--- src/rtl/uart_port_arbiter.sv ---
// Round-robin owner arbiter for the shared board UART byte channel.
// Optional idle-timeout revoke is built when UART_ARB_TIMEOUT_EN is defined.
module uart_port_arbiter #(
  parameter int unsigned N_REQ = 4,
  parameter int unsigned IDW   = 2
`ifdef UART_ARB_TIMEOUT_EN
  ,
  parameter int unsigned TIMEOUT_CYCLES = 4096
`endif
) (
  input  logic               clk,
  input  logic               reset,
  input  logic [N_REQ-1:0]   req,
  input  logic [8*N_REQ-1:0] req_byte_out,
  input  logic [N_REQ-1:0]   req_start_send,
  input  logic [N_REQ-1:0]   req_start_receive,
  output logic [N_REQ-1:0]   grant,
  output logic [2*N_REQ-1:0] req_response,
  output logic [7:0]         UART_BYTE_OUT,
  output logic               UART_START_SEND,
  output logic               UART_START_RECEIVE,
  input  logic [1:0]         UART_RESPONSE,
  output logic [IDW-1:0]     owner_id,
  output logic               busy,
  output logic               timeout_evt
);

  typedef enum logic [1:0] {StIdle, StOwn, StDrain, StGap} state_e;

  state_e           state_q, state_d;
  logic [N_REQ-1:0] grant_q, grant_d;
  logic [IDW-1:0]   owner_q, owner_d, rr_ptr_q, rr_ptr_d, pick;
  logic             in_flight_q, in_flight_d;
  logic             found, passed_start, resp_any, tmo_fire, holding;
  logic [N_REQ-1:0] eligible;

  assign holding      = (state_q == StOwn) || (state_q == StDrain);
  assign resp_any     = |UART_RESPONSE;
  assign passed_start = (state_q == StOwn) &&
                        (req_start_send[owner_q] || req_start_receive[owner_q]);

`ifdef UART_ARB_TIMEOUT_EN
  logic [15:0]      cnt_q, cnt_d;
  logic [N_REQ-1:0] blk_q, blk_d;
  logic             tmo_evt_q;

  assign tmo_fire = holding && (cnt_q == 16'(TIMEOUT_CYCLES - 1));
  assign eligible = req & ~blk_q;
  assign timeout_evt = tmo_evt_q;

  always_comb begin
    cnt_d = cnt_q + 16'd1;
    if (!holding || passed_start || resp_any || tmo_fire) cnt_d = '0;
    // A revoked requester stays masked until it drops its request.
    blk_d = (blk_q & req) | (tmo_fire ? grant_q : '0);
  end

  always_ff @(posedge clk or posedge reset) begin
    if (reset) begin
      cnt_q     <= '0;
      blk_q     <= '0;
      tmo_evt_q <= 1'b0;
    end else begin
      cnt_q     <= cnt_d;
      blk_q     <= blk_d;
      tmo_evt_q <= tmo_fire;
    end
  end
`else
  assign tmo_fire    = 1'b0;
  assign eligible    = req;
  assign timeout_evt = 1'b0;
`endif

  // Descending scan so the smallest offset after rr_ptr wins.
  always_comb begin
    found = 1'b0;
    pick  = '0;
    for (int i = N_REQ; i >= 1; i--) begin
      if (eligible[(int'(rr_ptr_q) + i) % int'(N_REQ)]) begin
        found = 1'b1;
        pick  = IDW'((int'(rr_ptr_q) + i) % int'(N_REQ));
      end
    end
  end

  always_ff @(posedge clk or posedge reset) begin
    if (reset) begin
      state_q     <= StIdle;
      grant_q     <= '0;
      owner_q     <= '0;
      rr_ptr_q    <= IDW'(N_REQ - 1);
      in_flight_q <= 1'b0;
    end else begin
      state_q     <= state_d;
      grant_q     <= grant_d;
      owner_q     <= owner_d;
      rr_ptr_q    <= rr_ptr_d;
      in_flight_q <= in_flight_d;
    end
  end

  always_comb begin
    state_d     = state_q;
    grant_d     = grant_q;
    owner_d     = owner_q;
    rr_ptr_d    = rr_ptr_q;
    in_flight_d = in_flight_q;
    unique case (state_q)
      StIdle: begin
        if (found) begin
          state_d  = StOwn;
          grant_d  = N_REQ'(1) << pick;
          owner_d  = pick;
          rr_ptr_d = pick;
        end
      end
      StOwn: begin
        // Old transfer retires before a same-cycle start re-arms in_flight.
        in_flight_d = (in_flight_q && !resp_any) || passed_start;
        if (tmo_fire) begin
          in_flight_d = 1'b0;
          grant_d     = '0;
          state_d     = StGap;
        end else if (!req[owner_q]) begin
          if (in_flight_d) begin
            state_d = StDrain;
          end else begin
            grant_d = '0;
            state_d = StGap;
          end
        end
      end
      StDrain: begin
        if (resp_any || tmo_fire) begin
          in_flight_d = 1'b0;
          grant_d     = '0;
          state_d     = StGap;
        end
      end
      StGap:   state_d = StIdle;
      default: state_d = StIdle;
    endcase
  end

  always_comb begin
    grant              = grant_q;
    owner_id           = owner_q;
    busy               = holding;
    UART_BYTE_OUT      = 8'h00;
    UART_START_SEND    = 1'b0;
    UART_START_RECEIVE = 1'b0;
    req_response       = '0;
    if (holding) begin
      UART_BYTE_OUT                = req_byte_out[8*owner_q +: 8];
      req_response[2*owner_q +: 2] = UART_RESPONSE;
    end
    if (state_q == StOwn) begin
      UART_START_SEND    = req_start_send[owner_q];
      UART_START_RECEIVE = req_start_receive[owner_q];
    end
  end

endmodule

--- config.mk ---
export PLATFORM = sky130hd
export DESIGN_NAME = uart_port_arbiter
export DESIGN_NICKNAME = d
export VERILOG_FILES = /design/src/rtl/uart_port_arbiter.sv
export SDC_FILE = /design/constraint.sdc
export NUM_CORES = 1
export LEC_CHECK = 0
export CORE_ASPECT_RATIO = 1.1
export CORE_MARGIN = 4
export CORE_UTILIZATION = 25
export DETAILED_ROUTE_END_ITERATION = 8
export PLACE_DENSITY = 0.57
export SYNTH_ARGS = -nofsm -noshare
export SYNTH_HDL_FRONTEND = slang
export SYNTH_SLANG_ARGS = --single-unit
--- constraint.sdc ---
create_clock -name clk -period 2 [get_ports clk]
set_input_delay 0.4 -clock clk [delete_from_list [all_inputs] [get_ports clk]]
set_output_delay 0.4 -clock clk [all_outputs]
set_load 0.02 [all_outputs]
== Word-level counts from Yosys, hierarchy flattened ==
Index checks and enable logic that the tools add are counted.

* Bits in registers: 11
* Bits of input ports: 48
* Output and inout bits: 26
* Logic and storage cells: 91

* $add $sub $neg: 5
* Magnitude comparators: 5
* Eq/ne operators: 7
* Shift operators: 4
* Mux-type cells: 42
* Bitwise gates (word level): 5
* Reduce and logical (&&, ||, !) cells: 18

{| class="wikitable"
|+ Operators by type and width
! kind !! number
|-
| negation 3 -> 34 bit || 1
|-
| variable shift 2 x 34 -> 8 bit, first input constant || 1
|-
| variable part select 2 x 34 -> 8 bit || 1
|-
| variable part select 32 x 6 -> 8 bit || 1
|-
| two-way mux 1 bit || 19
|-
| < comparator 3 x 4 -> 1 bit, second input constant || 4
|-
| two-way mux 4 bit || 4
|-
| two-way mux 8 bit || 2
|-
| binary-select mux 1 bit (select 2 bit) || 7
|-
| two-way mux 2 bit || 7
|-
| case mux 4 bit (3 select lines) || 1
|-
| OR reduction 2 bit || 5
|-
| AND 8 bit || 1
|-
| inequality test 2 bit, second input constant || 4
|-
| case mux 2 bit (4 select lines) || 1
|-
| AND reduction 5 bit || 1
|-
| adder 2 x 1 -> 2 bit, second input constant || 2
|-
| adder 2 bit, second input constant || 2
|-
| AND 1 bit, first input constant || 4
|-
| == test 2 bit, second input constant || 2
|-
| AND reduction 2 bit || 2
|-
| << shifter 1 x 2 -> 4 bit, first input constant || 1
|-
| logical OR 1 bit || 3
|-
| < comparator 2 x 3 -> 1 bit, second input constant || 1
|-
| 8 further kinds || 9
|}

== Logic depth before layout (Yosys ltp) ==
* Word-level depth: 13
* Mapped depth: 7
* Mapped depth without buffers: 7

== Worst setup path before layout ==
OpenSTA, ideal clock, no wires.

* Path kind: reg-to-output
* Start: reg owner_q[0], in the netlist owner_id[0]
* End: out req_response[6]
* Data arrival time: 2.195 ns
* Data required time: 1.600 ns
* Setup slack: -0.595 ns
* Cell stages (with the launch flop): 7
* Buffers on the path: 2
* Path through: dfrtp_1 > buf_6 > buf_2 > inv_1 > ha_1 > or4_1 > nor2_1

* Longest elaborated chain between the ends: 4

{| class="wikitable"
|+ RTL lines
! what !! RTL line !! text
|-
| start: declaration || 32 || <nowiki>logic [IDW-1:0] owner_q, owner_d, rr_ptr_q, rr_ptr_d, pick;</nowiki>
|-
| start signal: assignment || 97 || <nowiki>owner_q <= owner_d;</nowiki>
|-
| negation 3 -> 34 bit * || 156 || <nowiki>req_response[2*owner_q +: 2] = UART_RESPONSE;</nowiki>
|-
| variable part select 2 x 34 -> 8 bit or variable shift 2 x 34 -> 8 bit (tied branches) || 156 ||
|-
| AND 8 bit (no line) * || - ||
|-
| two-way mux 8 bit * || 154 || <nowiki>if (holding) begin</nowiki>
|-
| end: declaration || 18 || <nowiki>output logic [2*N_REQ-1:0] req_response,</nowiki>
|}

Every way passes the cells marked *; elsewhere a longest branch is shown, timed or not.

== Final worst setup path ==
* Start: reg owner_q[0], in the netlist owner_id[0]
* End: out req_response[7]

Same word-level chain as after synthesis.

==> impl_metrics.ini <==
[drt]
viasPerCell = 4.85
routedWlPerCell_microns = 15.7
via_count = 1478
drc = 0
drtIter0Drc = 25
first_pass_iters = 4
drt-total-wl_microns = 4790
drtAntennaViolNets = 0

[timing]
fin_skew_ns = 0.000865
fin_ws_ns = -0.154
relSlewSlack = 0.654
setup_violations = 16
fmax_mhz = 464
worst_pin_slew_ns = 0.511
min_period_over_period = 1.08
rsz0062_at_grt = true
hold_violations = 0
drv_slew = 0
fin_crit_ns = 2.15

[final_layout]
final_util = 0.560
multiInputGateArea_sq_um = 1090
syn2layout_area_growth_pct = 112
finalNetCount = 308
drive_gt1_frac = 0.510
register_area_sq_um = 279
diodes = 0
fin_area_sq_um = 2680
fillerInstances = 424

[yosys]
synth_edf_count = 0
syn_nets = 184
syn_inst = 126
synth_ff_type = dfrtp_1
ys_seq_elements = 11
syn_avg_cell_area_sq_um = 10.0
async_flop_share = 1.00
yosysWarnings = 0
ys_types = 40
yosysSeqAreaShare = 0.220
syn_area_sq_um = 1260

[worst_setup_path]
crit-reg2reg-launch = state_q[0]$_DFFE_PP0P_
cp_max_fo = 4
r2r_slack_ns = 0.06
rr_worst_depth = 8
worstPathRequired_ns = 1.60
crit_type = reg -> out
critPathLaunchType = flip-flop
r2r-end = grant[0]$_DFFE_PP0P_
cp-end-kind = output port
cp.arrival_ns = 1.75

[power]
p_seq_frac = 0.100
clkPwrFrac = 0.054
combPwrFrac = 0.847
power.internal_mw = 2.46
p_sw_frac = 0.417
p_leak_nw = 1.19
powerDensity_nw_per_um2 = 1570
irDropWorstVdd_mv = 0.749
switchingPower_mw = 1.76

[place]
numPortBuffers = 72
hpwl_microns = 3720
gp_congestion = 0.900
dpl_cell_area_sq_um = 2420

[clocking]
clk_path_buf_depth = 2
cts.clk_slew.worst_paths_ns = 0.05
cts.sinks = 11
cts_tree = built
cts_buffers = 3
ctsHtreeMaxLevel = 1
clk_root_buffer_cell = clkbuf_8
insertion_delay_ns = 0.24

[global_routing]
grt_pass1_wl_microns = 7380
grt_usage = 0.153
grt_start_max_net_pins = 12
overflow = 0
antenna_found_initial = 0
grt_pass1_vias = 1566

[min_path]
hold_path_end = rr_ptr_q[0]$_DFFE_PP1P_
min_delay_path_depth = 2
hp-start = rr_ptr_q[0]$_DFFE_PP1P_
hp-class = reg -> reg

[die]
rows = 26
ios = 74
start_util = 0.264
core-area_sq_um = 4780
fp.dieArea_sq_um = 6260
die_x_microns = 75.8
die_y_microns = 82.6

[job]
cap_violations = 0

[outcome]
status = finished with violations
violations = negative setup slack
[what timing repair did]
action / 4_1_cts / 5_1_grt
hold buffers: 0 / 0
setup buffers: 13 / 2
endpoints found under the setup margin: 22 / 26
pin swaps: 5 / 7
gates resized for setup: 127 / 15
gates cloned: 1 / 0
[logic make-up after synthesis]
logic type | count (synthesis) | synth area share
other | 1 | 0.00297
AND/OR/NAND/NOR | 44 | 0.189
flip-flops | 11 | 0.220
buffers and inverters | 17 | 0.0604
multiplexers | 22 | 0.281
adder cells (fa/ha/maj) | 10 | 0.0990
AO/OA/AOI/OAI | 21 | 0.148
[cell type report]
class	count	area share
inverters	12	0.0196
well taps	56	0.0262
clock buffers	4	0.0168
multi-input cells	98	0.408
flip-flops and latches	11	0.104
repair buffers	124	0.425
[power by group through the flow]
| stage | clock network, mW | registers [mW] | logic (mW) |
|---|---|---|---|
| 2_1_floorplan | 0 | 0.473 | 1.66 |
| 3_3_place_gp | 0 | 0.423 | 2.91 |
| 3_5_place_dp | 0 | 0.432 | 2.94 |
| 4_1_cts | 0.233 | 0.416 | 3.53 |
| 5_1_grt | 0.246 | 0.436 | 3.86 |
| 6_report | 0.227 | 0.420 | 3.57 |
[registers in the layout (all words and copies together), names as in the netlist]
register,cells
state_q,2
in_flight_q,1
rr_ptr_q,2
owner_id,2
grant,4
[worst max-delay path by stage]
| stage | start | endpoint | slack (ns) |
|---|---|---|---|
| after detailed placement | state_q[1]$_DFFE_PP0P_ | req_response[6] | -0.41 |
| after CTS | state_q[0]$_DFFE_PP0P_ | req_response[6] | -0.19 |
| after global routing | owner_id[0]$_DFFE_PP0P_ | req_response[7] | -0.21 |
| final | owner_id[0]$_DFFE_PP0P_ | req_response[7] | -0.15 |
| after global placement | req_byte_out[8] | UART_BYTE_OUT[0] | -0.42 |
| after floorplan | owner_id[0]$_DFFE_PP0P_ | req_response[6] | -0.07 |
[placed cells by master, fill, tap and decap left out, drive strengths merged]
cell / Yosys / layout
nand3: 1 / 1
nand2b: 4 / 4
o31ai: 1 / 1
a21o: 1 / 1
dfstp: 2 / 2
nor4b: 1 / 1
conb: 1 / 1
and3: 2 / 2
o22ai: 2 / 2
and2: 10 / 10
dlygate4sd2: 0 / 1
clkbuf: 1 / 4
a211oi: 3 / 3
a221oi: 1 / 1
or4: 1 / 1
o211ai: 1 / 1
dlymetal6s2s: 0 / 2
buf: 4 / 70
mux4: 8 / 8
inv: 12 / 12
a221o: 1 / 1
o21ai: 5 / 5
nor2: 9 / 9
nor2b: 2 / 2
a21oi: 3 / 3
ha: 10 / 10
a21boi: 1 / 1
mux2i: 7 / 7
nand2: 7 / 7
dfrtp: 9 / 9
o311ai: 2 / 2
clkdlybuf4s50: 0 / 51
mux2: 7 / 7
nor4: 6 / 6
nor3: 1 / 1
[critical path, cell delays in order (launching register included)]
cell,delay [ns]
dfrtp_2,0.43
buf_6,0.14
inv_8,0.06
ha_4,0.21
or4_4,0.46
nor2_4,0.10
buf_6,0.12
[metrics by stage]
step,hold WS [ns],TNS [ns],setup WS [ns],std cells,total power [mW]
5_1_grt,0.508,-2.20,-0.206,305,4.55
3_5_place_dp,0.470,-7.41,-0.413,287,3.37
3_3_place_gp,0.460,-6.97,-0.421,287,3.34
6_report,0.475,-1.10,-0.154,305,4.21
4_1_cts,0.481,-1.70,-0.187,305,4.18
2_1_floorplan,0.251,-0.325,-0.0731,126,2.13
[metal layers]
metal,track usage,vias up,share of wire
li1,-,714,-
met1,0.189,692,0.41
met2,0.275,70,0.47
met3,0.0278,2,0.12
met4,0.0262,0,0.0025
met5,0,-,0
[cell usage after synthesis (all sizes together), types with 2 or more instances]
master,n,share of area
inv,12,0.036
nand2b,4,0.020
nor4,6,0.030
a21oi,3,0.012
o21ai,5,0.020
and2,10,0.050
and3,2,0.0099
buf,4,0.022
ha,10,0.099
nand2,7,0.021
mux2,7,0.071
mux2i,7,0.055
o22ai,2,0.0099
dfrtp,9,0.18
nor2b,2,0.0099
dfstp,2,0.042
a211oi,3,0.026
mux4,8,0.15
nor2,9,0.029
o311ai,2,0.028
Note: power is estimated with default switching activity, not from simulation.
